$ cat src/rtl/regbank_hot_if.sv
// regbank_hot_if: write, dual-read, write-decode and dirty-mask signals of
// the register bank. The slave modport is the bank side; master is the
// pipeline side.
interface regbank_hot_if #(
  parameter int N  = 32,
  parameter int W  = 32,
  localparam int AW = $clog2(N)
);
  logic          wr_en;
  logic [AW-1:0] wr_addr;
  logic [W-1:0]  wr_data;
  logic          rd_en_a;
  logic [AW-1:0] rd_addr_a;
  logic [W-1:0]  rd_data_a;
  logic          rd_valid_a;
  logic          rd_en_b;
  logic [AW-1:0] rd_addr_b;
  logic [W-1:0]  rd_data_b;
  logic          rd_valid_b;
  logic [N-1:0]  wr_hot;
  logic [N-1:0]  dirty;
  logic          dirty_clr;

  modport slave (
    input  wr_en, wr_addr, wr_data, rd_en_a, rd_addr_a, rd_en_b, rd_addr_b, dirty_clr,
    output rd_data_a, rd_valid_a, rd_data_b, rd_valid_b, wr_hot, dirty
  );

  modport master (
    output wr_en, wr_addr, wr_data, rd_en_a, rd_addr_a, rd_en_b, rd_addr_b, dirty_clr,
    input  rd_data_a, rd_valid_a, rd_data_b, rd_valid_b, wr_hot, dirty
  );
endinterface

$ cat src/rtl/regbank_hot.sv
// regbank_hot: N x W register bank with one-hot decoded write port, two
// registered read ports (1-cycle latency) and a per-register dirty mask.
// Optional macro REGBANK_BYPASS_EN: a same-cycle read of an address that is
// being written returns the new write data instead of the old contents.

// One register plus its dirty bit.
module regbank_hot_cell #(
  parameter int W = 32
) (
  input  logic         i_clk,
  input  logic         i_rst,
  input  logic         i_we,
  input  logic         i_clr,
  input  logic [W-1:0] i_d,
  output logic [W-1:0] o_q,
  output logic         o_dirty
);
  logic [W-1:0] r_q;
  logic         r_dirty;

  // Data register: loads on its one-hot enable.
  always_ff @(posedge i_clk) begin
    if (i_rst)     r_q <= '0;
    else if (i_we) r_q <= i_d;
  end

  // Dirty bit: a write beats a simultaneous clear.
  always_ff @(posedge i_clk) begin
    if (i_rst)       r_dirty <= 1'b0;
    else if (i_we)   r_dirty <= 1'b1;
    else if (i_clr)  r_dirty <= 1'b0;
  end

  assign o_q     = r_q;
  assign o_dirty = r_dirty;
endmodule

module regbank_hot #(
  parameter int N        = 32,
  parameter int W        = 32,
  parameter int ZERO_REG = 1
) (
  input  logic         i_clk,
  input  logic         i_rst,
  regbank_hot_if.slave io_bus
);
  localparam int AW = $clog2(N);

  logic                  w_inrange;
  logic                  w_zero_hit;
  logic                  w_accept;
  logic [N-1:0]          w_hot;
  logic [N-1:0][W-1:0]   w_q;
  logic [N-1:0]          w_dirty;
  logic [W-1:0]          w_rd_a;
  logic [W-1:0]          w_rd_b;

  logic [W-1:0]          r_rd_data_a;
  logic [W-1:0]          r_rd_data_b;
  logic                  r_rd_valid_a;
  logic                  r_rd_valid_b;
  logic [N-1:0]          r_wr_hot;

  // N need not be a power of two, so the address space can exceed N.
  assign w_inrange  = ({1'b0, io_bus.wr_addr} < (AW+1)'(N));
  assign w_zero_hit = (ZERO_REG != 0) && (io_bus.wr_addr == '0);
  assign w_accept   = io_bus.wr_en && w_inrange && !w_zero_hit;

  // One-hot decode and per-register cells; rejected writes give all-zero.
  for (genvar g = 0; g < N; g++) begin : g_reg
    assign w_hot[g] = w_accept && (io_bus.wr_addr == AW'(g));

    regbank_hot_cell #(.W(W)) u_cell (
      .i_clk   (i_clk),
      .i_rst   (i_rst),
      .i_we    (w_hot[g]),
      .i_clr   (io_bus.dirty_clr),
      .i_d     (io_bus.wr_data),
      .o_q     (w_q[g]),
      .o_dirty (w_dirty[g])
    );
  end

  // Port A read mux: unmatched (out-of-range) addresses yield 0. Register 0
  // reads 0 with ZERO_REG because its cell is never enabled.
  always_comb begin
    w_rd_a = '0;
    for (int i = 0; i < N; i++)
      if (io_bus.rd_addr_a == AW'(i)) w_rd_a = w_q[i];
`ifdef REGBANK_BYPASS_EN
    if (w_accept && (io_bus.wr_addr == io_bus.rd_addr_a)) w_rd_a = io_bus.wr_data;
`endif
  end

  // Port B read mux, same rules as port A.
  always_comb begin
    w_rd_b = '0;
    for (int i = 0; i < N; i++)
      if (io_bus.rd_addr_b == AW'(i)) w_rd_b = w_q[i];
`ifdef REGBANK_BYPASS_EN
    if (w_accept && (io_bus.wr_addr == io_bus.rd_addr_b)) w_rd_b = io_bus.wr_data;
`endif
  end

  // Read output registers: valid pulses per request, data holds when idle.
  always_ff @(posedge i_clk) begin
    if (i_rst) begin
      r_rd_data_a  <= '0;
      r_rd_data_b  <= '0;
      r_rd_valid_a <= 1'b0;
      r_rd_valid_b <= 1'b0;
    end else begin
      r_rd_valid_a <= io_bus.rd_en_a;
      r_rd_valid_b <= io_bus.rd_en_b;
      if (io_bus.rd_en_a) r_rd_data_a <= w_rd_a;
      if (io_bus.rd_en_b) r_rd_data_b <= w_rd_b;
    end
  end

  // Registered copy of the write decode, a one-cycle pulse per write.
  always_ff @(posedge i_clk) begin
    if (i_rst) r_wr_hot <= '0;
    else       r_wr_hot <= w_hot;
  end

  assign io_bus.rd_data_a  = r_rd_data_a;
  assign io_bus.rd_data_b  = r_rd_data_b;
  assign io_bus.rd_valid_a = r_rd_valid_a;
  assign io_bus.rd_valid_b = r_rd_valid_b;
  assign io_bus.wr_hot     = r_wr_hot;
  assign io_bus.dirty      = w_dirty;
endmodule

$ cat src/flat_wrapper.sv
// flat-port wrapper written by rule: the top's interface ports become plain ports
module regbank_hot_flat 
#(
  parameter int N        = 32,
  parameter int W        = 32,
  parameter int ZERO_REG = 1
)
  (i_clk, i_rst, io_bus_wr_en, io_bus_wr_addr, io_bus_wr_data, io_bus_rd_en_a, io_bus_rd_addr_a, io_bus_rd_en_b, io_bus_rd_addr_b, io_bus_dirty_clr, io_bus_rd_data_a, io_bus_rd_valid_a, io_bus_rd_data_b, io_bus_rd_valid_b, io_bus_wr_hot, io_bus_dirty);
  regbank_hot_if #(.N(N), .W(W)) io_bus_i ();
  input  logic i_clk;
  input  logic i_rst;
  input wire logic [$bits(io_bus_i.wr_en)-1:0] io_bus_wr_en;
  input wire logic [$bits(io_bus_i.wr_addr)-1:0] io_bus_wr_addr;
  input wire logic [$bits(io_bus_i.wr_data)-1:0] io_bus_wr_data;
  input wire logic [$bits(io_bus_i.rd_en_a)-1:0] io_bus_rd_en_a;
  input wire logic [$bits(io_bus_i.rd_addr_a)-1:0] io_bus_rd_addr_a;
  input wire logic [$bits(io_bus_i.rd_en_b)-1:0] io_bus_rd_en_b;
  input wire logic [$bits(io_bus_i.rd_addr_b)-1:0] io_bus_rd_addr_b;
  input wire logic [$bits(io_bus_i.dirty_clr)-1:0] io_bus_dirty_clr;
  output wire logic [$bits(io_bus_i.rd_data_a)-1:0] io_bus_rd_data_a;
  output wire logic [$bits(io_bus_i.rd_valid_a)-1:0] io_bus_rd_valid_a;
  output wire logic [$bits(io_bus_i.rd_data_b)-1:0] io_bus_rd_data_b;
  output wire logic [$bits(io_bus_i.rd_valid_b)-1:0] io_bus_rd_valid_b;
  output wire logic [$bits(io_bus_i.wr_hot)-1:0] io_bus_wr_hot;
  output wire logic [$bits(io_bus_i.dirty)-1:0] io_bus_dirty;
  assign io_bus_i.wr_en = io_bus_wr_en;
  assign io_bus_i.wr_addr = io_bus_wr_addr;
  assign io_bus_i.wr_data = io_bus_wr_data;
  assign io_bus_i.rd_en_a = io_bus_rd_en_a;
  assign io_bus_i.rd_addr_a = io_bus_rd_addr_a;
  assign io_bus_i.rd_en_b = io_bus_rd_en_b;
  assign io_bus_i.rd_addr_b = io_bus_rd_addr_b;
  assign io_bus_i.dirty_clr = io_bus_dirty_clr;
  assign io_bus_rd_data_a = io_bus_i.rd_data_a;
  assign io_bus_rd_valid_a = io_bus_i.rd_valid_a;
  assign io_bus_rd_data_b = io_bus_i.rd_data_b;
  assign io_bus_rd_valid_b = io_bus_i.rd_valid_b;
  assign io_bus_wr_hot = io_bus_i.wr_hot;
  assign io_bus_dirty = io_bus_i.dirty;
  regbank_hot #(.N(N), .W(W), .ZERO_REG(ZERO_REG)) u_core (.i_clk(i_clk), .i_rst(i_rst), .io_bus(io_bus_i));
endmodule
$ cat config.mk
export PLATFORM = sky130hd
export DESIGN_NAME = regbank_hot_flat
export DESIGN_NICKNAME = d
export VERILOG_FILES = /design/src/rtl/regbank_hot_if.sv /design/src/rtl/regbank_hot.sv /design/src/flat_wrapper.sv
export SDC_FILE = /design/constraint.sdc
export NUM_CORES = 2
export LEC_CHECK = 0
export CAP_MARGIN = 5
export CORE_MARGIN = 4
export CORE_UTILIZATION = 30
export CTS_BUF_LIST = sky130_fd_sc_hd__clkbuf_2 sky130_fd_sc_hd__clkbuf_4 sky130_fd_sc_hd__clkbuf_8
export DETAILED_ROUTE_END_ITERATION = 10
export HOLD_SLACK_MARGIN = 0.05
export PLACE_DENSITY_LB_ADDON = 0.05
export SETUP_SLACK_MARGIN = 0.4
export SLEW_MARGIN = 20
export SYNTH_ARGS = -nofsm -noshare
export SYNTH_HDL_FRONTEND = slang
export SYNTH_HIERARCHICAL = 1
export SYNTH_SLANG_ARGS = --single-unit
$ cat constraint.sdc
create_clock -name i_clk -period 2.4 [get_ports i_clk]
set_clock_uncertainty 0.15 [all_clocks]
set_input_delay 0.24 -clock i_clk [delete_from_list [all_inputs] [get_ports i_clk]]
set_output_delay 0.24 -clock i_clk [all_outputs]
set_load 0.01 [all_outputs]
==> summary.txt <==
Outcome: finished, final reports clean
Placed inst area: 0.0761 mm²
Area of the core: 0.203 mm²
Clk buf depth: 3
Top cell type's share of synthesized area: 0.376
Clock sink total: 1154
Nets: 8341
Top post-synthesis cells by area: dfxtp_1, mux2i_1, nor2_1
Final worst path period need: 2.30 ns
Worst Hold Slack: 0.0840 ns
Die X: 460 µm
Vias in the first global route: 60804
Synth cell types: 89
Post-Route WL: 389000 µm
PortBufs: 182
CTS root buf: clkbuf_8
Synth async-reset ratio: 0
Util after Layout: 0.412
Drt first pass iters: 7
Reg area: 0.0234 mm²
Pins Over Slew Limit: 0
Post-route clock period utilization: 0.956
Dpl cells: 10632
Die area: 0.212 mm²
Largest net degree at the start of global routing: 160
Setup TNS: 0 ns
Drt via density: 5.74
Maxcap violations: 0
RSZ-0062 raised after global routing: true
Synth area leader: dfxtp_1
Routed wire per std cell: 34.9 µm
Die height: 460 µm
Least-Margin Pin Slew: 1.11 ns
First-pass GRT wire length: 527000 µm
GR Util All Layers: 0.354
Critical R2R Launch: u_core/g_reg[24].u_cell/o_q[11]$_SDFFE_PP0P_
Final Non-Filler Cells: 11162
Final worst setup slack: 0.105 ns
Row count: 165
Htree depth: 4
GRT overflow: 0
Slowest stage delay, CP: 0.71 ns
Layout area overhead: 36.1%
Worst Path Class, Setup: in2reg
Worst Min Path Start: io_bus_wr_addr[2]
Leak: 31.2 nW
FILL cells: 20640
VDD IR max: 595 µV
Register area share after synthesis: 0.376
Pre-CTS setup slack: -1.04 ns
Critical Path, Cell by Cell: buf_2 > dlygate4sd3_1 > buf_12 > nor2_1 > buf_12 > a2111oi_4 > o211ai_1 > nor4_2 > buf_4 > nor2_1
HPWL after DPL: 301000 µm
Setup crit end kind: flop
Initial Util: 0.303
Top achievable clock speed: 0.436 GHz
Iter 0 DRT Violations: 7868
Post-route DRC violation count: 0
Post-synthesis instance area: 0.0614 mm²
Fin area: 0.0836 mm²
Power per cell area: 593 mW/mm²
GP Congestion: 0.985
Synth Flop Type: dfxtp_1
Via count: 64121
Worst min path class: in2reg
Total CTS buffers: 220
Slew headroom: 0.256
Crit path required time: 3.15 ns
Final Hold Vio Count: 0
Layout cells sized above 1: 0.304
Syn avg cell area: 8.86 µm²
Ys Warns: 6
TritonCTS clock tree: done
Total power draw: 49.5 mW
DRT antenna net count: 0
Post-synth EDFFs: 0
Critical Path Source: io_bus_rd_en_a
Post-Syn Instances: 6929
Footprint of the multi-input gates: 0.0353 mm²
Synth Register Bits: 1154
CP arrival: 3.04 ns
Clock transition at the registers of the reported paths: 0.07 ns
CP Max Fanout: 13
Nature of the critical path startpoint: input port
Initial antenna violation count: 28
Clock insertion delay at the later pin of the skew report: 1.01 ns
# IOs: 183
Finish-stage setup viols: 0
Slowest CP cell: dlygate4sd3_1
[layout make-up]
type / instances / area share
multi-input combinational: 5091 / 0.422
sequential: 1154 / 0.280
timing repair buffer: 1759 / 0.196
clock buffer: 360 / 0.0539
tap: 2672 / 0.0400
clock inverter: 50 / 0.00557
inverter: 62 / 0.00283
antenna: 14 / 0.000419
[where the power goes]
group | internal, mW | switching (mW) | total (mW)
Combinational | 2.79 | 4.88 | 7.66
Clock | 12.5 | 9.62 | 22.1
Sequential | 19.4 | 0.362 | 19.8
Total | 34.7 | 14.9 | 49.5
[worst paths after layout]
kind                                                  end  slack [ns]  depth (start not counted)
max               u_core/io_bus.rd_data_a[5]$_SDFFE_PP0P_        0.10                         10
min                    u_core/io_bus.wr_hot[2]$_SDFF_PP0_        0.08                          4
max reg2reg      u_core/io_bus.rd_data_b[11]$_SDFFE_PP0P_        0.17                          7
min reg2reg  u_core/g_reg[21].u_cell/o_dirty$_SDFFE_PP0P_        0.32                          2
[routing by layer]
layer	track usage	wire (µm)
met5	0.00207	108
met4	0.148	19000
met3	0.0668	32200
met2	0.534	167000
met1	0.493	172000
[cell usage after synthesis, drive strengths merged (27+ instances only)]
cell type,n
and3,28
nand2b,76
o221ai,51
a221oi,60
nor3,87
o2bb2ai,34
o211ai,36
o21ai,303
mux2,47
buf,405
nand3,100
a31oi,41
nand2,237
a21oi,316
dfxtp,1154
nand3b,35
nor2,1399
o22ai,230
a211oi,93
o31ai,40
nor2b,41
mux2i,1156
a22oi,133
a32oi,27
clkbuf,218
nor3b,33
nor4,39
or3,45
inv,60
[what timing repair did]
action | in CTS | in global routing
hold endpoints to repair | 1079 | 50
endpoints found under the setup margin | 171 | 338
pin swaps | 62 | 91
hold buffers | 75 | 5
resized for setup | 915 | 193
buffers inserted | 18 | 11
[cell families after synthesis]
logic type                count (synthesis)  share of synthesized area
AOI/OAI and AO/OA                      1658                      0.182
xor gates and xnor gates                  1                   0.000265
and+or+nand+nor                        2213                      0.160
DFF                                    1154                      0.376
muxes                                  1217                      0.202
buffers and inverters                   685                     0.0786
other                                     1                  0.0000611
[sequential cells by signal, summed over array words and instances (netlist names)]
signal	count
u_core/g.u_cell/o_dirty	32
u_core/g.u_cell/o_q	1024
u_core/io_bus.rd_data_a	32
u_core/io_bus.rd_data_b	32
u_core/io_bus.rd_valid_a	1
u_core/io_bus.rd_valid_b	1
u_core/io_bus.wr_hot	32
[worst max-delay path, delay by kind of cell]
family                 cells  cell delay [ns]
buffers and inverters      5             1.43
AO/OA/AOI/OAI              2             0.89
AND/OR/NAND/NOR            3             0.45
[layout by cell type (no fill, tap or decap), types with 24 or more instances in the layout]
cell type      netlist  routed
a211oi_1            93      72
a21o_1              24      24
a21oi_1            316     301
a221oi_1            60      47
a22oi_1            133     123
a31oi_1             41      31
a32oi_1             27      24
and3_1              28      28
buf_12              96     224
buf_2              221      95
buf_4               36    1271
buf_6               38      59
clkbuf_4             0      72
clkbuf_8             0     288
clkinv_2             0      30
dfxtp_1           1154    1024
dfxtp_2              0      72
dfxtp_4              0      58
dlygate4sd3_1        0      75
inv_1               60      56
mux2_2              47      42
mux2i_1           1156    1155
nand2_1            236     230
nand2b_1            76      70
nand3_1            100      92
nand3b_1            35      35
nor2_1            1389    1349
nor2_4               0      34
nor2b_1             41      32
nor3_1              86      74
nor4_1              39      36
o211ai_1            36      36
o21a_1              25      25
o21ai_0            295     264
o21ai_1              8      31
o221ai_1            51      47
o22ai_1            230     222
o2bb2ai_1           34      31
o31ai_1             40      28
or3_1               45      41
Note: power is estimated with default switching activity, not from simulation.
